===== config.mk =====
export PLATFORM = sky130hd
export DESIGN_NAME = debug_dump_tx_flat
export DESIGN_NICKNAME = d
export VERILOG_FILES = /design/src/rtl/debug_dump_tx_pkg.sv /design/src/rtl/debug_dump_tx_if.sv /design/src/rtl/debug_dump_tx.sv /design/src/flat_wrapper.sv
export SDC_FILE = /design/constraint.sdc
export NUM_CORES = 1
export LEC_CHECK = 0
export CORE_AREA = 2 2 91 93
export DETAILED_ROUTE_END_ITERATION = 8
export DIE_AREA = 0 0 93 95
export HOLD_SLACK_MARGIN = 0.15
export PLACE_DENSITY_LB_ADDON = 0.15
export SYNTH_ARGS = -nofsm -noshare
export SYNTH_HDL_FRONTEND = slang
export SYNTH_SLANG_ARGS = --single-unit

===== constraint.sdc =====
create_clock -name i_clock -period 3.5 [get_ports i_clock]
set_input_delay 0.35 -clock i_clock [delete_from_list [all_inputs] [get_ports i_clock]]
set_output_delay 0.35 -clock i_clock [all_outputs]
set_load 0.02 [all_outputs]

===== src/rtl/debug_dump_tx_pkg.sv =====
`default_nettype none
// ============================================================================
//  Module      : debug_dump_tx_pkg
//  Description : Shared widths, frame layout and state encoding for the
//                debug dump transmit sequencer.
//  Revision    : 1.0 - initial release
// ============================================================================
package debug_dump_tx_pkg;

    localparam int DATA_WIDTH      = 32;
    localparam int DATA_WIDTH_UART = 8;
    localparam int N_REGS          = 32;
    localparam int N_MEM           = 32;
    localparam int ADDR_WIDTH      = 5;
    localparam int WIDX_WIDTH      = 7;
    localparam int BIDX_WIDTH      = 2;

    // Frame layout: word 0 is the PC, then registers, then memory words.
    localparam logic [WIDX_WIDTH-1:0] PC_WORD   = 7'd0;
    localparam logic [WIDX_WIDTH-1:0] REG_BASE  = 7'd1;
    localparam logic [WIDX_WIDTH-1:0] MEM_BASE  = 7'd33;
    localparam logic [WIDX_WIDTH-1:0] LAST_WORD = 7'd64;
    localparam int                    BYTES_PER_WORD = 4;
    localparam logic [BIDX_WIDTH-1:0] LAST_BYTE = BIDX_WIDTH'(BYTES_PER_WORD - 1);

    localparam logic [2:0] ST_IDLE  = 3'd0;
    localparam logic [2:0] ST_ADDR  = 3'd1;
    localparam logic [2:0] ST_LATCH = 3'd2;
    localparam logic [2:0] ST_SEND  = 3'd3;
    localparam logic [2:0] ST_WAIT  = 3'd4;
    localparam logic [2:0] ST_DONE  = 3'd5;

    typedef enum logic [2:0] {
        S_IDLE  = ST_IDLE,
        S_ADDR  = ST_ADDR,
        S_LATCH = ST_LATCH,
        S_SEND  = ST_SEND,
        S_WAIT  = ST_WAIT,
        S_DONE  = ST_DONE
    } state_t;

endpackage
`default_nettype wire


===== src/rtl/debug_dump_tx_if.sv =====
`default_nettype none
// ============================================================================
//  Module      : debug_dump_tx_if
//  Description : Debug read ports, UART byte handshake and status of the
//                debug dump transmit sequencer.
//  Revision    : 1.0 - initial release
// ============================================================================
interface debug_dump_tx_if;
    import debug_dump_tx_pkg::*;

    logic                       i_start;
    logic [DATA_WIDTH-1:0]      i_pc;
    logic [ADDR_WIDTH-1:0]      o_reg_addr;
    logic [DATA_WIDTH-1:0]      i_reg_data;
    logic [ADDR_WIDTH-1:0]      o_mem_addr;
    logic [DATA_WIDTH-1:0]      i_mem_data;
    logic                       i_tx_available;
    logic                       i_tx_done;
    logic [DATA_WIDTH_UART-1:0] o_tx_byte;
    logic                       o_tx_signal;
    logic                       o_busy;
    logic                       o_done;

    modport master (
        input  i_start, i_pc, i_reg_data, i_mem_data, i_tx_available, i_tx_done,
        output o_reg_addr, o_mem_addr, o_tx_byte, o_tx_signal, o_busy, o_done
    );

    modport slave (
        output i_start, i_pc, i_reg_data, i_mem_data, i_tx_available, i_tx_done,
        input  o_reg_addr, o_mem_addr, o_tx_byte, o_tx_signal, o_busy, o_done
    );

endinterface
`default_nettype wire


===== src/rtl/debug_dump_tx.sv =====
`default_nettype none
// ============================================================================
//  Module      : debug_dump_tx
//  Description : Serializes PC, register file and data memory to the UART,
//                one byte per handshake, least-significant byte first.
//  Revision    : 1.0 - initial release
// ============================================================================
module debug_dump_tx
    import debug_dump_tx_pkg::*;
(
    input  wire logic       i_clock,
    input  wire logic       i_reset,
    debug_dump_tx_if.master bus
);

    state_t                     r_state,      w_state_nxt;
    logic [DATA_WIDTH-1:0]      r_word,       w_word_nxt;
    logic [WIDX_WIDTH-1:0]      r_word_idx,   w_word_idx_nxt;
    logic [BIDX_WIDTH-1:0]      r_byte_idx,   w_byte_idx_nxt;
    logic [ADDR_WIDTH-1:0]      r_reg_addr,   w_reg_addr_nxt;
    logic [ADDR_WIDTH-1:0]      r_mem_addr,   w_mem_addr_nxt;
    logic [DATA_WIDTH_UART-1:0] r_tx_byte,    w_tx_byte_nxt;
    logic                       r_tx_signal,  w_tx_signal_nxt;
    logic                       r_busy,       w_busy_nxt;
    logic                       r_done,       w_done_nxt;

    logic [WIDX_WIDTH-1:0]      w_word_idx_inc;
    logic [WIDX_WIDTH-1:0]      w_reg_off;
    logic [WIDX_WIDTH-1:0]      w_mem_off;

    assign w_word_idx_inc = r_word_idx + 7'd1;
    assign w_reg_off      = w_word_idx_inc - REG_BASE;
    assign w_mem_off      = w_word_idx_inc - MEM_BASE;

    always_comb begin
        w_state_nxt     = r_state;
        w_word_nxt      = r_word;
        w_word_idx_nxt  = r_word_idx;
        w_byte_idx_nxt  = r_byte_idx;
        w_reg_addr_nxt  = r_reg_addr;
        w_mem_addr_nxt  = r_mem_addr;
        w_tx_byte_nxt   = r_tx_byte;
        w_tx_signal_nxt = 1'b0;
        w_busy_nxt      = r_busy;
        w_done_nxt      = 1'b0;

        case (r_state)
            S_IDLE: begin
                if (bus.i_start) begin
                    w_word_nxt     = bus.i_pc;
                    w_word_idx_nxt = PC_WORD;
                    w_byte_idx_nxt = '0;
                    w_busy_nxt     = 1'b1;
                    w_state_nxt    = S_SEND;
                end
            end
            S_ADDR: begin
                w_state_nxt = S_LATCH;
            end
            S_LATCH: begin
                w_word_nxt     = (r_word_idx < MEM_BASE) ? bus.i_reg_data : bus.i_mem_data;
                w_byte_idx_nxt = '0;
                w_state_nxt    = S_SEND;
            end
            S_SEND: begin
                if (bus.i_tx_available) begin
                    w_tx_signal_nxt = 1'b1;
                    w_tx_byte_nxt   = r_word[{r_byte_idx, 3'b000} +: DATA_WIDTH_UART];
                    w_state_nxt     = S_WAIT;
                end
            end
            S_WAIT: begin
                if (bus.i_tx_done) begin
                    if (r_byte_idx != LAST_BYTE) begin
                        w_byte_idx_nxt = r_byte_idx + 2'd1;
                        w_state_nxt    = S_SEND;
                    end else if (r_word_idx == LAST_WORD) begin
                        w_state_nxt    = S_DONE;
                    end else begin
                        // Addresses are issued on entry to ADDR so the
                        // synchronous memory has its data ready in LATCH.
                        w_word_idx_nxt = w_word_idx_inc;
                        w_state_nxt    = S_ADDR;
                        if (w_word_idx_inc < MEM_BASE) begin
                            w_reg_addr_nxt = w_reg_off[ADDR_WIDTH-1:0];
                        end else begin
                            w_mem_addr_nxt = w_mem_off[ADDR_WIDTH-1:0];
                        end
                    end
                end
            end
            S_DONE: begin
                w_done_nxt  = 1'b1;
                w_busy_nxt  = 1'b0;
                w_state_nxt = S_IDLE;
            end
            default: begin
                w_state_nxt = S_IDLE;
            end
        endcase
    end

    always_ff @(posedge i_clock or negedge i_reset) begin
        if (!i_reset) begin
            r_state     <= S_IDLE;
            r_word      <= '0;
            r_word_idx  <= '0;
            r_byte_idx  <= '0;
            r_reg_addr  <= '0;
            r_mem_addr  <= '0;
            r_tx_byte   <= '0;
            r_tx_signal <= 1'b0;
            r_busy      <= 1'b0;
            r_done      <= 1'b0;
        end else begin
            r_state     <= w_state_nxt;
            r_word      <= w_word_nxt;
            r_word_idx  <= w_word_idx_nxt;
            r_byte_idx  <= w_byte_idx_nxt;
            r_reg_addr  <= w_reg_addr_nxt;
            r_mem_addr  <= w_mem_addr_nxt;
            r_tx_byte   <= w_tx_byte_nxt;
            r_tx_signal <= w_tx_signal_nxt;
            r_busy      <= w_busy_nxt;
            r_done      <= w_done_nxt;
        end
    end

    assign bus.o_reg_addr  = r_reg_addr;
    assign bus.o_mem_addr  = r_mem_addr;
    assign bus.o_tx_byte   = r_tx_byte;
    assign bus.o_tx_signal = r_tx_signal;
    assign bus.o_busy      = r_busy;
    assign bus.o_done      = r_done;

endmodule
`default_nettype wire


===== src/flat_wrapper.sv =====
// flat-port wrapper written by rule: the top's interface ports become plain ports
module debug_dump_tx_flat import debug_dump_tx_pkg::*;
  (i_clock, i_reset, bus_i_start, bus_i_pc, bus_i_reg_data, bus_i_mem_data, bus_i_tx_available, bus_i_tx_done, bus_o_reg_addr, bus_o_mem_addr, bus_o_tx_byte, bus_o_tx_signal, bus_o_busy, bus_o_done);
  debug_dump_tx_if bus_i ();
  input  wire logic i_clock;
  input  wire logic i_reset;
  input wire logic [$bits(bus_i.i_start)-1:0] bus_i_start;
  input wire logic [$bits(bus_i.i_pc)-1:0] bus_i_pc;
  input wire logic [$bits(bus_i.i_reg_data)-1:0] bus_i_reg_data;
  input wire logic [$bits(bus_i.i_mem_data)-1:0] bus_i_mem_data;
  input wire logic [$bits(bus_i.i_tx_available)-1:0] bus_i_tx_available;
  input wire logic [$bits(bus_i.i_tx_done)-1:0] bus_i_tx_done;
  output wire logic [$bits(bus_i.o_reg_addr)-1:0] bus_o_reg_addr;
  output wire logic [$bits(bus_i.o_mem_addr)-1:0] bus_o_mem_addr;
  output wire logic [$bits(bus_i.o_tx_byte)-1:0] bus_o_tx_byte;
  output wire logic [$bits(bus_i.o_tx_signal)-1:0] bus_o_tx_signal;
  output wire logic [$bits(bus_i.o_busy)-1:0] bus_o_busy;
  output wire logic [$bits(bus_i.o_done)-1:0] bus_o_done;
  assign bus_i.i_start = bus_i_start;
  assign bus_i.i_pc = bus_i_pc;
  assign bus_i.i_reg_data = bus_i_reg_data;
  assign bus_i.i_mem_data = bus_i_mem_data;
  assign bus_i.i_tx_available = bus_i_tx_available;
  assign bus_i.i_tx_done = bus_i_tx_done;
  assign bus_o_reg_addr = bus_i.o_reg_addr;
  assign bus_o_mem_addr = bus_i.o_mem_addr;
  assign bus_o_tx_byte = bus_i.o_tx_byte;
  assign bus_o_tx_signal = bus_i.o_tx_signal;
  assign bus_o_busy = bus_i.o_busy;
  assign bus_o_done = bus_i.o_done;
  debug_dump_tx u_core (.i_clock(i_clock), .i_reset(i_reset), .bus(bus_i));
endmodule

==> results of run 1 <==
## power by group through the flow
stage                     registers (mW)  logic [mW]  clock network, mW
after floorplan                     1.17       0.677                  0
after global placement              1.20        1.06                  0
after detailed placement            1.20        1.08                  0
after CTS                           1.19        1.09              0.638
after global routing                1.22        1.19              0.681
final                               1.19        1.07              0.625
## final cells by class
cell class | count | area, µm²
Clock inverter | 7 | 71.32
Inverter | 6 | 22.52
Sequential cell | 65 | 1627
Multi-Input combinational cell | 206 | 1673
Tap cell | 105 | 131.4
Fill cell | 656 | 3018
Timing Repair Buffer | 128 | 1261
Clock buffer | 9 | 123.9
## repair_timing
| action | in CTS | in global routing |
|---|---|---|
| hold buffers | 1 | 0 |
| setup buffers | 0 | 0 |
| hold endpoints to repair | 21 | 0 |
## logic make-up (layout without fill, tap and decap cells)
logic type	Yosys count	after routing	share of synthesized area, %
AND/OR/NAND/NOR	43	43	7.125
AO/OA/AOI/OAI	96	96	17.99
buffers and inverters	29	150	4.435
multiplexers	60	60	21.08
adder cells (fa/ha/maj)	3	3	1.091
XOR/XNOR	4	4	1.018
flip-flops	65	65	47.26
## sequential cells by signal, indices dropped and copies added, names as in the netlist
signal,cells
u_core.bus.o_tx_byte,8
u_core.bus.o_tx_signal,1
u_core.r_state,3
u_core.r_word,32
u_core.bus.o_busy,1
u_core.bus.o_reg_addr,5
u_core.bus.o_done,1
u_core.bus.o_mem_addr,5
u_core.r_word_idx,7
u_core.r_byte_idx,2
## metal layers
layer / vias to the layer above / routed length [µm] / part of all wire, %
met2: 98 / 4307 / 50
met5: - / 0 / 0
met4: 0 / 193 / 2.2
li1: 1364 / - / -
met3: 14 / 584 / 6.8
met1: 1332 / 3516 / 41
## metrics by stage
stage | setup WS [ps] | cell area [µm²] | utilization, % | total power [mW] | hold slack [ps]
after global placement | 882.3 | 4705 | 59.34 | 2.264 | 356.2
after floorplan | 871.2 | 3442 | - | 1.852 | 54.41
final | 741.9 | 4910 | 61.93 | 2.887 | 508.0
after global routing | 605.1 | 4910 | 61.93 | 3.093 | 538.2
after CTS | 763.9 | 4910 | 61.93 | 2.917 | 509.1
after detailed placement | 771.4 | 4705 | 59.34 | 2.288 | 358.0
## Yosys cell counts (all sizes together), types with 2 or more instances
cell type / n / area share, %
nor3b: 2 / 0.44
inv: 6 / 0.65
o21ai: 46 / 6.8
dfrtp: 65 / 47
a21oi: 5 / 1.2
a22o: 2 / 0.51
a22oi: 32 / 7.0
nand3b: 3 / 0.65
nand2: 11 / 1.2
o31ai: 5 / 1.1
and3: 4 / 0.73
nor2: 7 / 0.76
mux4: 8 / 5.2
mux2: 20 / 6.5
clkbuf: 16 / 1.7
ha: 3 / 1.1
nand3: 3 / 0.44
or3: 3 / 0.84
buf: 7 / 2.0
mux2i: 32 / 9.3
nor3: 2 / 0.29
xnor2: 3 / 0.76
## worst paths after layout
check / from / end / slack [ps]
min: i_reset / u_core.r_state[1]$_DFFE_PN0P_ / 510
max reg2reg: u_core.r_word_idx[0]$_DFFE_PN0P_ / u_core.bus.o_reg_addr[4]$_DFFE_PN0P_ / 740
min reg2reg: u_core.bus.o_mem_addr[2]$_DFFE_PN0P_ / u_core.bus.o_mem_addr[2]$_DFFE_PN0P_ / 510
max in group asynchronous: i_reset / u_core.r_word[24]$_DFFE_PN0P_ / 2270
max: u_core.r_word_idx[0]$_DFFE_PN0P_ / u_core.bus.o_reg_addr[4]$_DFFE_PN0P_ / 740
min in group i_clock: u_core.bus.o_mem_addr[2]$_DFFE_PN0P_ / u_core.bus.o_mem_addr[2]$_DFFE_PN0P_ / 510
==> impl_metrics.ini, run 1 <==
[run_status]
outcome = completed

[sta]
timing.slew.headroom_pct = 20.44
fmax_ghz = 0.3626
finalHoldViolCount = 0
drv_slew = 0
skew_ps = 4.099
min_period_ps = 2758
worst_pin_slew_ps = 1190
tns_ps = 0
finalCritPeriodShare_pct = 78.80
setup_violations = 0
rsz0062_at_grt = false

[critical_path]
crit_path_max_incr_delay_ps = 630
path_depth = 7
cp_max_fo = 13
worstRegToRegCells = 7
crit_chain = inv_1 -> ha_1 -> or4b_2 -> a21oi_1 -> a211o_1 -> and3_1 -> mux2_2
cp.arrival_ps = 2990
startpoint_type = flop
critPathCaptureType = flop
slowest_stage = or4b_2
crit_family = simple AND/OR/NAND/NOR gates
critPathKind = flop to flop
critPathBufInv = 1
crit_required_ps = 3730

[grt]
antenna_found_initial = 0
track_usage_pct = 20.65
grt_start_max_net_pins = 33
grt.busiest_layer = met2
grt_pass1_vias = 2700
use_met3_pct = 5.587
grt_pass1_wl_mm = 13.81
grt_use_met1_pct = 25.59
grt_overflow = 0
use_met2_pct = 34.00

[clock_tree]
clk_root_buffer_cell = clkbuf_8
cts_num_sinks = 65
cts_resized = 0
ctsLongestPathBuffers = 2
clk_pin_slew_worst_paths_ps = 70
numCtsBuffers = 9
cts_max_level = 3
clk_latency_ps = 340
tritoncts = done

[layout]
drive_gt1_share_pct = 14.25
instances_no_fill = 526
finalNetCount = 520
layout_commonest_cell = clkdlybuf4s50_1
area_growth_pct = 42.64
final_cell_mix = 120 x clkdlybuf4s50_1, 65 x dfrtp_1, 32 x mux2i_1, 32 x a22oi_1, 29 x o21ai_1
antenna_cells = 0

[detailed_routing]
vias = 2808
wl_mm = 8.601
drt_iter0_markers = 122
ant_nets = 0
dr.pass1.iters = 4
drc_errors = 0
routed_via_density = 5.338
post_drt_wl_per_cell_um = 16.35

[synth]
netlist_area_um2 = 3442
synth-edff-count = 0
synth_area_per_cell_um2 = 11.47
syn_nets = 404
syn_inst = 300
synth_warnings = 0
seq_area_frac_synth_pct = 47.26
synth-seq-cells = 65
synthArstFlopShare_pct = 100.0
synth_cell_types = 45
synth-main-ff-cell = dfrtp_1

[power]
p_comb_share_pct = 37.0
ir_worst_vdd_uv = 281.3
intPower_mw = 1.899
power.leakage_nw = 2.194
switchingPower_mw = 0.9879
power.density_nw_per_um2 = 587.9
pwr-share-clk_pct = 21.7
pwr-share-seq_pct = 41.3
swShare_pct = 34.22

[placed_design]
portBuffers = 121
gp_congestion = 0.9418
dp.cells = 509
hpwl_mm = 6.241

[die]
dieWidth_um = 93
die_height_um = 95
die-area_um2 = 8835
row_count = 33
start_util_pct = 43.42
ios = 122
core-area_um2 = 7928

[worst_hold_path]
hp-class = input pin to asynchronous set/reset pin

[flow_run]
cap_viol_max_count = 0
No activity file was read; power rests on OpenSTA's default activity.
==> run 2: changes to the inputs <==
CORE_AREA = 2 2 95 97   (was 2 2 91 93)
DIE_AREA = 0 0 97 99   (was 0 0 93 95)
clock period = 2.3 ns   (was 3.5 ns; I/O delays follow)
==> run 2 against run 1 <==
  * Non-clock buffer count up 14
  * Wire length up 5.6%
  * Cell area up 2.3%
  * Sequential cell count unchanged
  * Highest routed layer unchanged
  * Fmax up 28%
  * Via count up 2.1%
  * Core utilization down 3.2 points
  * Largest cell class unchanged
  * Clock skew about the same
  * Sequential power up 50%
  * Cell count up 2.9%
==> impl_metrics.ini, run 2 (synthesis gave the netlist of run 1 again) <==
[sta]
rsz0062_at_grt = false
worst_pin_slew_ps = 576.6
drv_slew = 0
setup_violations = 0
skew_ps = 3.723
tns_ps = 0
finalCritPeriodShare_pct = 93.67
whs_ps = 436.1
timing.slew.headroom_pct = 61.56
min_period_ps = 2154
finalHoldViolCount = 0
fmax_ghz = 0.4642

[grt]
grt_pass1_vias = 2857
use_met3_pct = 4.965
grt_start_max_net_pins = 33
use_met2_pct = 31.78
grt_use_met1_pct = 24.43
grt.busiest_layer = met2
antenna_found_initial = 0
grt_overflow = 0
track_usage_pct = 19.08
grt_pass1_wl_mm = 14.54

[power]
power.leakage_nw = 2.271
switchingPower_mw = 1.485
pwr-share-seq_pct = 40.8
p_total_mw = 4.360
pwr-share-clk_pct = 19.5
power.density_nw_per_um2 = 867.7
swShare_pct = 34.05
p_comb_share_pct = 39.6
ir_worst_vdd_uv = 344.7
intPower_mw = 2.876

[critical_path]
cp_max_fo = 5
r2r-start = u_core.r_word_idx[0]$_DFFE_PN0P_
cp-startpoint = u_core.r_word_idx[0]$_DFFE_PN0P_
worstReg2RegEnd = u_core.bus.o_reg_addr[1]$_DFFE_PN0P_
cp.arrival_ps = 2370
startpoint_type = flop
critPathCaptureType = flop
crit_required_ps = 2520
worstRegToRegCells = 7
rrSetupSlack_ps = 150
critPathKind = flop to flop

[placed_design]
portBuffers = 121
gp_congestion = 0.8185
hpwl_mm = 7.023
placed_area_um2 = 4845

[layout]
antenna_cells = 0
drive_gt1_share_pct = 17.32
layout_commonest_cell = clkdlybuf4s50_1
fin_area_um2 = 5025
area_growth_pct = 45.98
finalNetCount = 534
top_register = u_core.r_word
fillerInstances = 723
largest_reg_flops = 32
final_cell_mix = 120 x clkdlybuf4s50_1, 65 x dfrtp_1, 32 x mux2i_1, 32 x a22oi_1, 29 x o21ai_1

[clock_tree]
ctsLongestPathBuffers = 2
tritoncts = done
cts_num_sinks = 65
clk_latency_ps = 330
cts_setup_buffers = 0
numCtsBuffers = 9
clk_root_buffer_cell = clkbuf_8
clk_pin_slew_worst_paths_ps = 70
cts_max_level = 3

[detailed_routing]
dr.pass1.iters = 4
routed_via_density = 5.301
post_drt_wl_per_cell_um = 16.79
drc_errors = 0
drt_iter0_markers = 152
vias = 2868
ant_nets = 0
wl_mm = 9.084

[die]
die_height_um = 99
start_util_pct = 40.25
core-area_um2 = 8551
dieWidth_um = 97
die-area_um2 = 9603
row_count = 34
ios = 122

[worst_hold_path]
hp-class = input pin to asynchronous set/reset pin

[run_status]
outcome = completed

[flow_run]
cap_viol_max_count = 0
## run 2: what timing repair did
action                                 CTS  global route
resized for setup                        0             1
endpoints found under the hold margin   23             0
hold buffers                             1             0
setup endpoints to repair                0             5
## run 2: worst max path at each step
stage | to | slack [ps] | depth (start not counted)
floorplan | u_core.bus.o_reg_addr[0]$_DFFE_PN0P_ | 90 | 9
global route | u_core.bus.o_reg_addr[0]$_DFFE_PN0P_ | 40 | 7
finish | u_core.bus.o_reg_addr[1]$_DFFE_PN0P_ | 150 | 7
CTS | u_core.bus.o_reg_addr[1]$_DFFE_PN0P_ | 90 | 7
detailed placement | u_core.bus.o_reg_addr[0]$_DFFE_PN0P_ | 100 | 7
global placement | u_core.bus.o_reg_addr[2]$_DFFE_PN0P_ | 140 | 7
## run 2: worst max-delay path: stages, from the launching register on
cell and delay, ps:
dfrtp_1 450, inv_4 80, ha_4 190, or4b_4 470, a21oi_1 130, a211o_1 130, and3_2 250, mux2_2 350
## run 2: metal layers
layer,wire length [µm],part of all wire [%]
met1,3913,43
met2,4490,49
met3,580,6.4
met4,99,1.1
met5,0,0
## run 2: final cells by class
| class | count | area (µm²) | share of cell area, % |
|---|---|---|---|
| clock buffers | 11 | 151.4 | 3.013 |
| clock inverters | 3 | 17.52 | 0.3486 |
| inverters | 6 | 25.02 | 0.4980 |
| multi-input cells | 206 | 1690 | 33.64 |
| flip-flops and latches | 65 | 1627 | 32.37 |
| well taps | 108 | 135.1 | 2.689 |
| repair buffers | 142 | 1379 | 27.44 |
## run 2: metrics by stage
step           instances  worst slack, ps  utilization (%)
6_report             541            145.6            58.77
5_1_grt              541            42.04            58.77
4_1_cts              541            92.54            58.75
3_5_place_dp         526            102.6            56.66
3_3_place_gp         526            137.9            56.66
2_1_floorplan        300            94.16                -
## run 2: power by group through the flow
stage | logic [mW] | registers [mW] | clock network [mW]
6_report | 1.73 | 1.78 | 0.852
5_1_grt | 1.91 | 1.82 | 0.927
2_1_floorplan | 1.03 | 1.79 | 0
4_1_cts | 1.75 | 1.78 | 0.877
3_5_place_dp | 1.75 | 1.80 | 0
3_3_place_gp | 1.71 | 1.79 | 0
